--- src/rtl/fpadd_arbiter.sv ---
// Round-robin share of one combinational FP32 adder among N requesters; accept-to-rsp_valid is one cycle.
// Two-entry pipeline (S1 issue, S2 result): requesters stall only once both stages are held by rsp_ready=0.

module mainmodule (
    input  logic [31:0] a,
    input  logic [31:0] b,
    output logic [31:0] res
);
    logic        sx, sy, swap, stk, up, lz_done;
    logic        a_nan, b_nan, a_inf, b_inf;
    logic [7:0]  fx, fy;
    logic [9:0]  ex, ey, er, d;
    logic [26:0] mx, my, mys, nrm;
    logic [27:0] sum;
    logic [4:0]  lz, sh;
    logic [24:0] rnd;

    always_comb begin
        a_nan = (&a[30:23]) & (|a[22:0]);
        b_nan = (&b[30:23]) & (|b[22:0]);
        a_inf = (&a[30:23]) & ~(|a[22:0]);
        b_inf = (&b[30:23]) & ~(|b[22:0]);

        // x is the operand of larger magnitude, so the aligned difference never goes negative
        swap = b[30:0] > a[30:0];
        sx   = swap ? b[31] : a[31];
        sy   = swap ? a[31] : b[31];
        fx   = swap ? b[30:23] : a[30:23];
        fy   = swap ? a[30:23] : b[30:23];
        mx   = {fx != 8'd0, swap ? b[22:0] : a[22:0], 3'b000};
        my   = {fy != 8'd0, swap ? a[22:0] : b[22:0], 3'b000};
        ex   = {2'b00, (fx == 8'd0) ? 8'd1 : fx};
        ey   = {2'b00, (fy == 8'd0) ? 8'd1 : fy};
        d    = ex - ey;

        if (d >= 10'd27) begin
            mys = '0;
            stk = |my;
        end else begin
            mys = my >> d;
            stk = |(my & ((27'd1 << d) - 27'd1));
        end
        mys[0] = mys[0] | stk;

        sum = (sx == sy) ? ({1'b0, mx} + {1'b0, mys}) : ({1'b0, mx} - {1'b0, mys});

        lz      = 5'd27;
        lz_done = 1'b0;
        for (int i = 26; i >= 0; i--) begin
            if (!lz_done && sum[i]) begin
                lz      = 5'(26 - i);
                lz_done = 1'b1;
            end
        end

        sh = '0;
        if (sum[27]) begin
            nrm = {sum[27:2], sum[1] | sum[0]};
            er  = ex + 10'd1;
        end else begin
            // never shift below the minimum exponent: the result becomes subnormal instead
            sh  = ({5'd0, lz} > (ex - 10'd1)) ? 5'(ex - 10'd1) : lz;
            nrm = sum[26:0] << sh;
            er  = ex - {5'd0, sh};
        end

        up  = nrm[2] & (nrm[1] | nrm[0] | nrm[3]);
        rnd = {1'b0, nrm[26:3]} + {24'd0, up};
        if (rnd[24]) begin
            rnd = rnd >> 1;
            er  = er + 10'd1;
        end

        if (a_nan || b_nan || (a_inf && b_inf && (a[31] != b[31])))
            res = 32'h7FC0_0000;
        else if (a_inf)
            res = a;
        else if (b_inf)
            res = b;
        else if (sum == 28'd0)
            res = {a[31] & b[31], 31'd0};
        else if (er >= 10'd255)
            res = {sx, 8'hFF, 23'd0};
        else
            res = {sx, rnd[23] ? er[7:0] : 8'd0, rnd[22:0]};
    end
endmodule

module fpadd_arbiter #(
    parameter int N   = 4,
    parameter int IDW = 2
) (
    input  logic            clk,
    input  logic            rst,
    input  logic [N-1:0]    req_valid,
    output logic [N-1:0]    req_ready,
    input  logic [32*N-1:0] req_a,
    input  logic [32*N-1:0] req_b,
    output logic            rsp_valid,
    input  logic            rsp_ready,
    output logic [IDW-1:0]  rsp_id,
    output logic [31:0]     rsp_res,
    output logic [31:0]     op_count
);
    typedef struct packed {
        logic [31:0]    a;
        logic [31:0]    b;
        logic [IDW-1:0] id;
    } s1_t;

    typedef struct packed {
        logic [31:0]    res;
        logic [IDW-1:0] id;
    } s2_t;

    logic           s1_v, s2_v;
    s1_t            s1;
    s2_t            s2;
    logic [IDW-1:0] ptr, winner, ptr_nxt;
    logic [IDW:0]   cand;
    logic           found, can_accept, accept, s1_adv, s2_adv;
    logic [31:0]    core_res;

    mainmodule u_core (
        .a   (s1.a),
        .b   (s1.b),
        .res (core_res)
    );

    // cand is one bit wider than ptr so ptr+k never aliases before the explicit wrap compare
    always_comb begin
        found  = 1'b0;
        winner = '0;
        cand   = '0;
        for (int k = 0; k < N; k++) begin
            cand = {1'b0, ptr} + (IDW+1)'(k);
            if (cand >= (IDW+1)'(N))
                cand = cand - (IDW+1)'(N);
            if (!found && req_valid[cand[IDW-1:0]]) begin
                found  = 1'b1;
                winner = cand[IDW-1:0];
            end
        end
    end

    always_comb begin
        s2_adv     = !s2_v | rsp_ready;
        s1_adv     = s1_v & s2_adv;
        can_accept = !s1_v | s2_adv;
        accept     = found & can_accept & !rst;
        ptr_nxt    = (winner == IDW'(N - 1)) ? '0 : winner + 1'b1;
        req_ready  = '0;
        if (accept)
            req_ready[winner] = 1'b1;
    end

    always_ff @(posedge clk or posedge rst) begin
        if (rst) begin
            s1_v <= 1'b0;
            s1   <= '0;
            ptr  <= '0;
        end else if (accept) begin
            s1_v <= 1'b1;
            s1   <= '{a: req_a[32*winner +: 32], b: req_b[32*winner +: 32], id: winner};
            ptr  <= ptr_nxt;
        end else if (s1_adv) begin
            s1_v <= 1'b0;
        end
    end

    always_ff @(posedge clk or posedge rst) begin
        if (rst) begin
            s2_v <= 1'b0;
            s2   <= '0;
        end else if (s1_adv) begin
            s2_v <= 1'b1;
            s2   <= '{res: core_res, id: s1.id};
        end else if (rsp_ready) begin
            s2_v <= 1'b0;
        end
    end

    always_ff @(posedge clk or posedge rst) begin
        if (rst)
            op_count <= '0;
        else if (s2_v && rsp_ready)
            op_count <= op_count + 32'd1;
    end

    assign rsp_valid = s2_v;
    assign rsp_res   = s2.res;
    assign rsp_id    = s2.id;
endmodule

--- config.mk ---
export PLATFORM = sky130hd
export DESIGN_NAME = fpadd_arbiter
export DESIGN_NICKNAME = d
export VERILOG_FILES = /design/src/rtl/fpadd_arbiter.sv
export SDC_FILE = /design/constraint.sdc
export NUM_CORES = 1
export LEC_CHECK = 0
export CAP_MARGIN = 20
export CORE_MARGIN = 3
export CORE_UTILIZATION = 50
export CTS_BUF_LIST = sky130_fd_sc_hd__clkbuf_16
export DETAILED_ROUTE_END_ITERATION = 6
export HOLD_SLACK_MARGIN = 0.02
export PLACE_DENSITY_LB_ADDON = 0.25
export SLEW_MARGIN = 30
export SYNTH_ARGS = -nofsm -noshare
export SYNTH_HDL_FRONTEND = slang
export SYNTH_SLANG_ARGS = --single-unit
--- constraint.sdc ---
create_clock -name clk -period 20.5 [get_ports clk]
set_input_delay 4.1 -clock clk [delete_from_list [all_inputs] [get_ports clk]]
set_output_delay 4.1 -clock clk [all_outputs]
set_load 0.02 [all_outputs]
# Yosys cells after proc, flatten, opt, wreduce, memory -nomap -nowiden
# Index checks and enable logic that the tools add are counted.
dict set report classes {
  n_mux 103
  eq_ne 3
  bitwise 18
  addsub 18
  n_reduce_logical 80
  n_shift 5
  magnitude_cmp 14
}
# cell n
set ops {}
lappend ops {{128-bit by 8-bit indexed part select with 32-bit output} 2}
lappend ops {{5-bit two-way mux} 28}
lappend ops {{32-bit two-way mux} 4}
lappend ops {{27-bit two-way mux} 2}
lappend ops {{23-bit two-way mux} 2}
lappend ops {{23-bit OR reduction} 2}
lappend ops {{1-bit two-way mux} 42}
lappend ops {{8-bit two-way mux} 5}
lappend ops {{1-bit logical AND} 33}
lappend ops {{32-bit by 1-bit adder with 32-bit output, second input constant} 1}
lappend ops {{1-bit zero test} 32}
lappend ops {{31-bit greater-than comparator} 1}
lappend ops {{31-bit two-way mux} 1}
lappend ops {{27-bit by 27-bit adder with 28-bit output} 1}
lappend ops {{28-bit zero test} 1}
lappend ops {{28-bit two-way mux} 1}
lappend ops {{27-bit by 27-bit subtractor with 28-bit output} 1}
lappend ops {{27-bit AND} 1}
lappend ops {{27-bit OR reduction} 1}
lappend ops {{1-bit by 10-bit left shift with 27-bit output, first input constant} 1}
lappend ops {{27-bit by 5-bit left shift with 27-bit output} 1}
lappend ops {{27-bit by 10-bit >> shifter with 27-bit output} 1}
lappend ops {{27-bit by 1-bit subtractor with 27-bit output, second input constant} 1}
lappend ops {{24-bit by 1-bit adder with 25-bit output} 1}
lappend ops {{other kinds (34)} 75}
dict set report totals {
  inputBits 263
  out_inout_bits 71
  reg_bits 136
  wordCells 250
}

# Logic depth before layout (Yosys ltp)
dict set report logic_depth {
  ltp_word 107
  ltp_mapped 89
  mapped_depth_nobuf 76
}

# Hierarchy
# A second synthesis with hierarchy kept.
dict set report hier_totals {
  cells_unflattened 2748
  hier_area_um2 20280.7
}
# module area_per_inst_um2 n_inst cells_per_inst seq_area_each_um2
set by_module_without_submodules {}
lappend by_module_without_submodules {mainmodule 13237.7 1 2077 0.0}
lappend by_module_without_submodules {fpadd_arbiter 7043.0 1 671 3403.3}

# Worst setup path after synthesis
# No wires, ideal clock.
dict set report synth_path {
  kind {register -> register}
  start {reg s1[59] (netlist name)}
  end {reg s2, in the netlist rsp_res[10]}
  t_required_ns 20.396
  path_slack_ns 4.224
  path_stages_with_launch 83
  t_arrival_ns 16.173
  path_cell_list {dfrtp_1 > clkbuf_1 > inv_1 > ha_1 > nand4_1 > nor4_1 > a21boi_1 > a21bo_1 > buf_6 > nand2_2 > buf_2 > buf_6 > buf_4 > clkbuf_1 > clkbuf_1 > nor2_1 > a21oi_1 > nand3_1 > [47 not listed] > buf_4 > buf_2 > ha_1 > a21oi_1 > inv_1 > o22ai_1 > o21ai_0 > and3_1 > o31ai_1 > and2_1 > nand2_1 > or4_1 > nor4_2 > xnor2_1 > and4_1 > buf_6 > buf_6 > o41ai_2}
}
dict set report synth_between {
  elab_chain_cells 107
}
# item line
set synth_rtl {}
lappend synth_rtl {{start, declared} 117} ;# s1_t s1;
lappend synth_rtl {{start signal, assigned} 164} ;# s1 <= '{a: req_a[32*winner +: 32], b: req_b[32*winner +: 32], id: winner};
lappend synth_rtl {{31-bit greater-than comparator} 25} ;# swap = b[30:0] > a[30:0];
lappend synth_rtl {{8-bit two-way mux (on tied branches)} {28, 29}}
lappend synth_rtl {{8-bit zero test (on tied branches)} {32, 33}}
lappend synth_rtl {{8-bit two-way mux (on tied branches)} {32, 33}}
lappend synth_rtl {{8-bit by 8-bit subtractor with 9-bit output} 34} ;# d = ex - ey;
lappend synth_rtl {{1-bit by 10-bit left shift with 27-bit output} 41} ;# stk = |(my & ((27'd1 << d) - 27'd1));
lappend synth_rtl {{27-bit by 1-bit subtractor with 27-bit output} 41}
lappend synth_rtl {{27-bit AND} 41}
lappend synth_rtl {{[91 not listed]} --}
lappend synth_rtl {{24-bit by 1-bit adder with 25-bit output} 68} ;# rnd = {1'b0, nrm[26:3]} + {24'd0, up};
lappend synth_rtl {{10-bit two-way mux} 69} ;# if (rnd[24]) begin
lappend synth_rtl {{10-bit by 8-bit >= comparator with 1-bit output} 82} ;# else if (er >= 10'd255)
lappend synth_rtl {{31-bit two-way mux} 82}
lappend synth_rtl {{32-bit two-way mux} 80} ;# else if (sum == 28'd0)
lappend synth_rtl {{32-bit two-way mux} 78} ;# else if (b_inf)
lappend synth_rtl {{32-bit two-way mux} 76} ;# else if (a_inf)
lappend synth_rtl {{32-bit two-way mux (*)} 74} ;# if (a_nan || b_nan || (a_inf && b_inf && (a[31] != b[31])))
lappend synth_rtl {{end signal, assigned} 177} ;# s2 <= '{res: core_res, id: s1.id};
lappend synth_rtl {{end, declared} 118} ;# s2_t s2;
# Every way passes the cells marked *; elsewhere a longest branch is shown, timed or not.
# A chain may end at the register's enable or synchronous reset.

# Final worst setup path
dict set report layout_path {
  start {reg s1[43] (netlist name)}
  end {reg s2, in the netlist rsp_res[22]}
}
# The elaborated chain is that of the path after synthesis.

==> out/qor.log <==
INFO  status         run_status=finished clean
INFO  die            floorplan.die_area=43,180um^2
INFO  synthesis      syn-cell-area=20,360um^2
INFO  route          detail_route.drc_violations=0
INFO  critical_path  critical_path.max_stage_delay=730ps
INFO  layout         drive_gt1_share=5.249%
INFO  die            initial_utilization=50.89%
INFO  critical_path  worst-endpoint-arrival=19,290ps
INFO  sta            report.final.slew_viol_count=0
INFO  sta            finalSetupTns=0ps
INFO  clocking       worst_setup_hold_path_clk_slew=60ps
INFO  synthesis      netlist-cell-type-count=111
INFO  critical_path  crit_path_frequent_cell=sky130_fd_sc_hd__ha_1
INFO  clocking       cts-htree-levels=4
INFO  placement      gp_routability_congestion=1.055
INFO  sta            max_slew.worst_pin.slew=1069ps
INFO  die            floorplan.die.width=207.8um
INFO  clocking       ctsResizeCount=0
INFO  synthesis      synthFlopType=sky130_fd_sc_hd__dfrtp_1
INFO  global_routing grt_first_pass_wirelength=138.7mm
INFO  sta            setup_viol=0
INFO  synthesis      synth.ff_latch_count=136
INFO  critical_path  timing.setup.critical_path_class=register to register
INFO  synthesis      number_of_enable_flip_flop_cells_after_synthesis=0
INFO  clocking       num_cts_buffers=17
INFO  route          drt_first_pass_iters=7
INFO  die            top_level_port_count=334
INFO  route          detail_route.wirelength=90.74mm
INFO  synthesis      post_synth_inst_count=3,071
INFO  sta            relSlewSlack=27.96%
INFO  critical_path  timing.critical_path.from_type=register
INFO  route          post_drt_wl_per_cell=23.82um
INFO  global_routing grt_max_degree=121
INFO  clocking       worstSkewPairLatency=460ps
INFO  critical_path  path_max_fanout=23
INFO  synthesis      synthArstFlopShare=100.0%
INFO  placement      dp.cells=3,770
INFO  global_routing groute.usage.overall=40.07%
INFO  min_path       hp-class=register to register
INFO  layout         stdcell_count=3,809
INFO  synthesis      synth_seq_area_share=16.71%
INFO  sta            clock_skew=11.35ps
INFO  route          post_drt_via_cell_ratio=6.614
INFO  layout         num-nets-final=3,638
INFO  die            chipHeight=207.8um
INFO  global_routing initial_antenna_violation_count=7
INFO  run            timing.max_cap.violations=0
INFO  synthesis      synth_largest_area_cell=sky130_fd_sc_hd__dfrtp_1
INFO  placement      dpl.hpwl=71.61mm
INFO  sta            final-hold-violation-count=0
INFO  sta            period_needed=18,970ps
INFO  clocking       post_cts_hold_buffer_count=0
INFO  die            core-area=40,010um^2
INFO  global_routing grt_overflow_total=0
INFO  clocking       tritoncts_num_sinks=136
INFO  die            placementRows=73
INFO  placement      numPortBuffers=333
INFO  route          route.vias.total=25,190
INFO  synthesis      synthesis.nets=3,445
INFO  clocking       cts_root_buf=sky130_fd_sc_hd__clkbuf_16
INFO  clocking       post_cts_buffers=0
INFO  sta            unrepaired_setup_endpoints_after_global_routing=false
INFO  synthesis      netlist_top_cells_area=sky130_fd_sc_hd__dfrtp_1 (17%), sky130_fd_sc_hd__nand2_1 (12%), sky130_fd_sc_hd__o21ai_0 (6.7%), sky130_fd_sc_hd__ha_1 (6.6%), sky130_fd_sc_hd__a21oi_1 (5.1%)
INFO  route          postRouteAntennaNets=0
INFO  route          first_iter_violations=3,201
INFO  clocking       cts_tree=yes
INFO  critical_path  critical_path_required=20,820ps
INFO  sta            final.period_utilization=92.56%
INFO  layout         fill_cells=3,765
INFO  sta            achievable_clock_frequency=52.70MHz
INFO  synthesis      synth_top_cell_area_share=16.71%
INFO  critical_path  critical_path.endpoint_type=register
INFO  synthesis      avgSynthCellArea=6.630um^2
INFO  layout         area.growth.synth_to_final=20.07%
INFO  critical_path  critical_path_cell_with_the_highest_stage_delay=sky130_fd_sc_hd__a2111oi_0
INFO  clocking       cts_buffer_depth=2
INFO  synthesis      yosysWarnings=0
INFO  global_routing number_of_global_route_vias_before_repair=24,000
-- Yosys cell counts, drive strengths merged (45+ instances only) --
| library cell | n |
|---|---|
| nand2 | 670 |
| o21ai | 289 |
| nor2 | 247 |
| a21oi | 210 |
| nand3 | 158 |
| dfrtp | 136 |
| clkbuf | 135 |
| inv | 124 |
| ha | 108 |
| nor3 | 88 |
| xnor2 | 79 |
| mux2i | 67 |
| buf | 56 |
| a211oi | 45 |
-- critical path, delay by kind of cell, from the launching register on --
| kind | cells | cell delay (ps) |
|---|---|---|
| flip-flops | 1 | 470 |
| buffers and inverters | 7 | 1320 |
| AND/OR/NAND/NOR | 29 | 8880 |
| adder cells (fa/ha/maj) | 6 | 1730 |
| AO/OA/AOI/OAI | 21 | 6430 |
-- cells in the final DEF, fill, tap and decap left out, types with 26 or more instances in the layout --
cell and instances:
sky130_fd_sc_hd__and3_1 33, sky130_fd_sc_hd__a211oi_1 40, sky130_fd_sc_hd__a31oi_1 35, sky130_fd_sc_hd__ha_1 107
sky130_fd_sc_hd__nand2_1 668, sky130_fd_sc_hd__nor2_1 240, sky130_fd_sc_hd__o211ai_1 26, sky130_fd_sc_hd__nor3_1 82
sky130_fd_sc_hd__a21oi_1 206, sky130_fd_sc_hd__inv_1 119, sky130_fd_sc_hd__o22ai_1 30, sky130_fd_sc_hd__or3_1 26
sky130_fd_sc_hd__o21ai_0 268, sky130_fd_sc_hd__nand2b_1 35, sky130_fd_sc_hd__nand3_1 157, sky130_fd_sc_hd__dfrtp_1 136
sky130_fd_sc_hd__nand4_1 38, sky130_fd_sc_hd__clkdlybuf4s50_1 333, sky130_fd_sc_hd__xnor2_1 74, sky130_fd_sc_hd__nor4_1 29
sky130_fd_sc_hd__buf_4 29, sky130_fd_sc_hd__mux2i_1 67
-- per-stage QoR --
stage	util, %	hold WS [ps]	setup WS [ps]	cell area [um^2]
3_3_place_gp	59.50	454.6	2172	23800
6_report	61.11	473.9	1526	24450
4_1_cts	61.00	479.4	1725	24400
5_1_grt	61.11	495.9	112.9	24450
3_5_place_dp	59.55	459.9	1815	23820
2_1_floorplan	-	438.6	4224	20360
-- flip-flops by register name, indices dropped and copies added, names as in the netlist --
register,cells
op_count,32
s1,66
rsp_valid,1
ptr,2
s1_v,1
rsp_id,2
rsp_res,32
-- per-layer routing --
layer  vias up  wire length (um)  global-route usage [%]
met5         -                 0                       0
met4         0              5834                   22.06
met3       362             10030                   10.13
met2      1653             39580                   62.18
met1     11700             35300                   51.03
li1      11480                 -                       -
-- worst paths after layout --
check / startpoint / end / slack (ps) / cells past startpoint
setup / recovery: s1[43] / rsp_res[22] / 1530 / 63
hold / removal: s1[0] / rsp_id[0] / 470 / 2
setup reg to reg: s1[43] / rsp_res[22] / 1530 / 63
hold reg to reg: s1[0] / rsp_id[0] / 470 / 2
max in group asynchronous: rst / op_count[19] / 15250 / 3
min in group asynchronous: rst / ptr[0] / 4120 / 2
-- cell type report --
class,count,area (um^2),share of cell area (%)
Timing Repair Buffer,365,3585,14.66
Clock inverter,15,152.6,0.6244
Sequential cell,136,3403,13.92
Multi-Input combinational cell,2617,15720,64.30
Clock buffer,17,425.4,1.740
Tap cell,525,656.9,2.687
Inverter,127,486.7,1.991
Antenna cell,7,17.52,0.07165
-- cell families after synthesis --
group / count (synthesis) / share of synthesized area, %
flops: 136 / 16.71
simple gates: 1416 / 31.57
fa+ha+maj: 112 / 6.981
xor+xnor: 103 / 4.468
mux: 80 / 4.179
buf+inv: 318 / 6.594
compound gates: 906 / 29.49
Power is left out: the tool's default activity adds up to more than one toggle a clock period on the data nets, which glitch-free logic cannot reach.
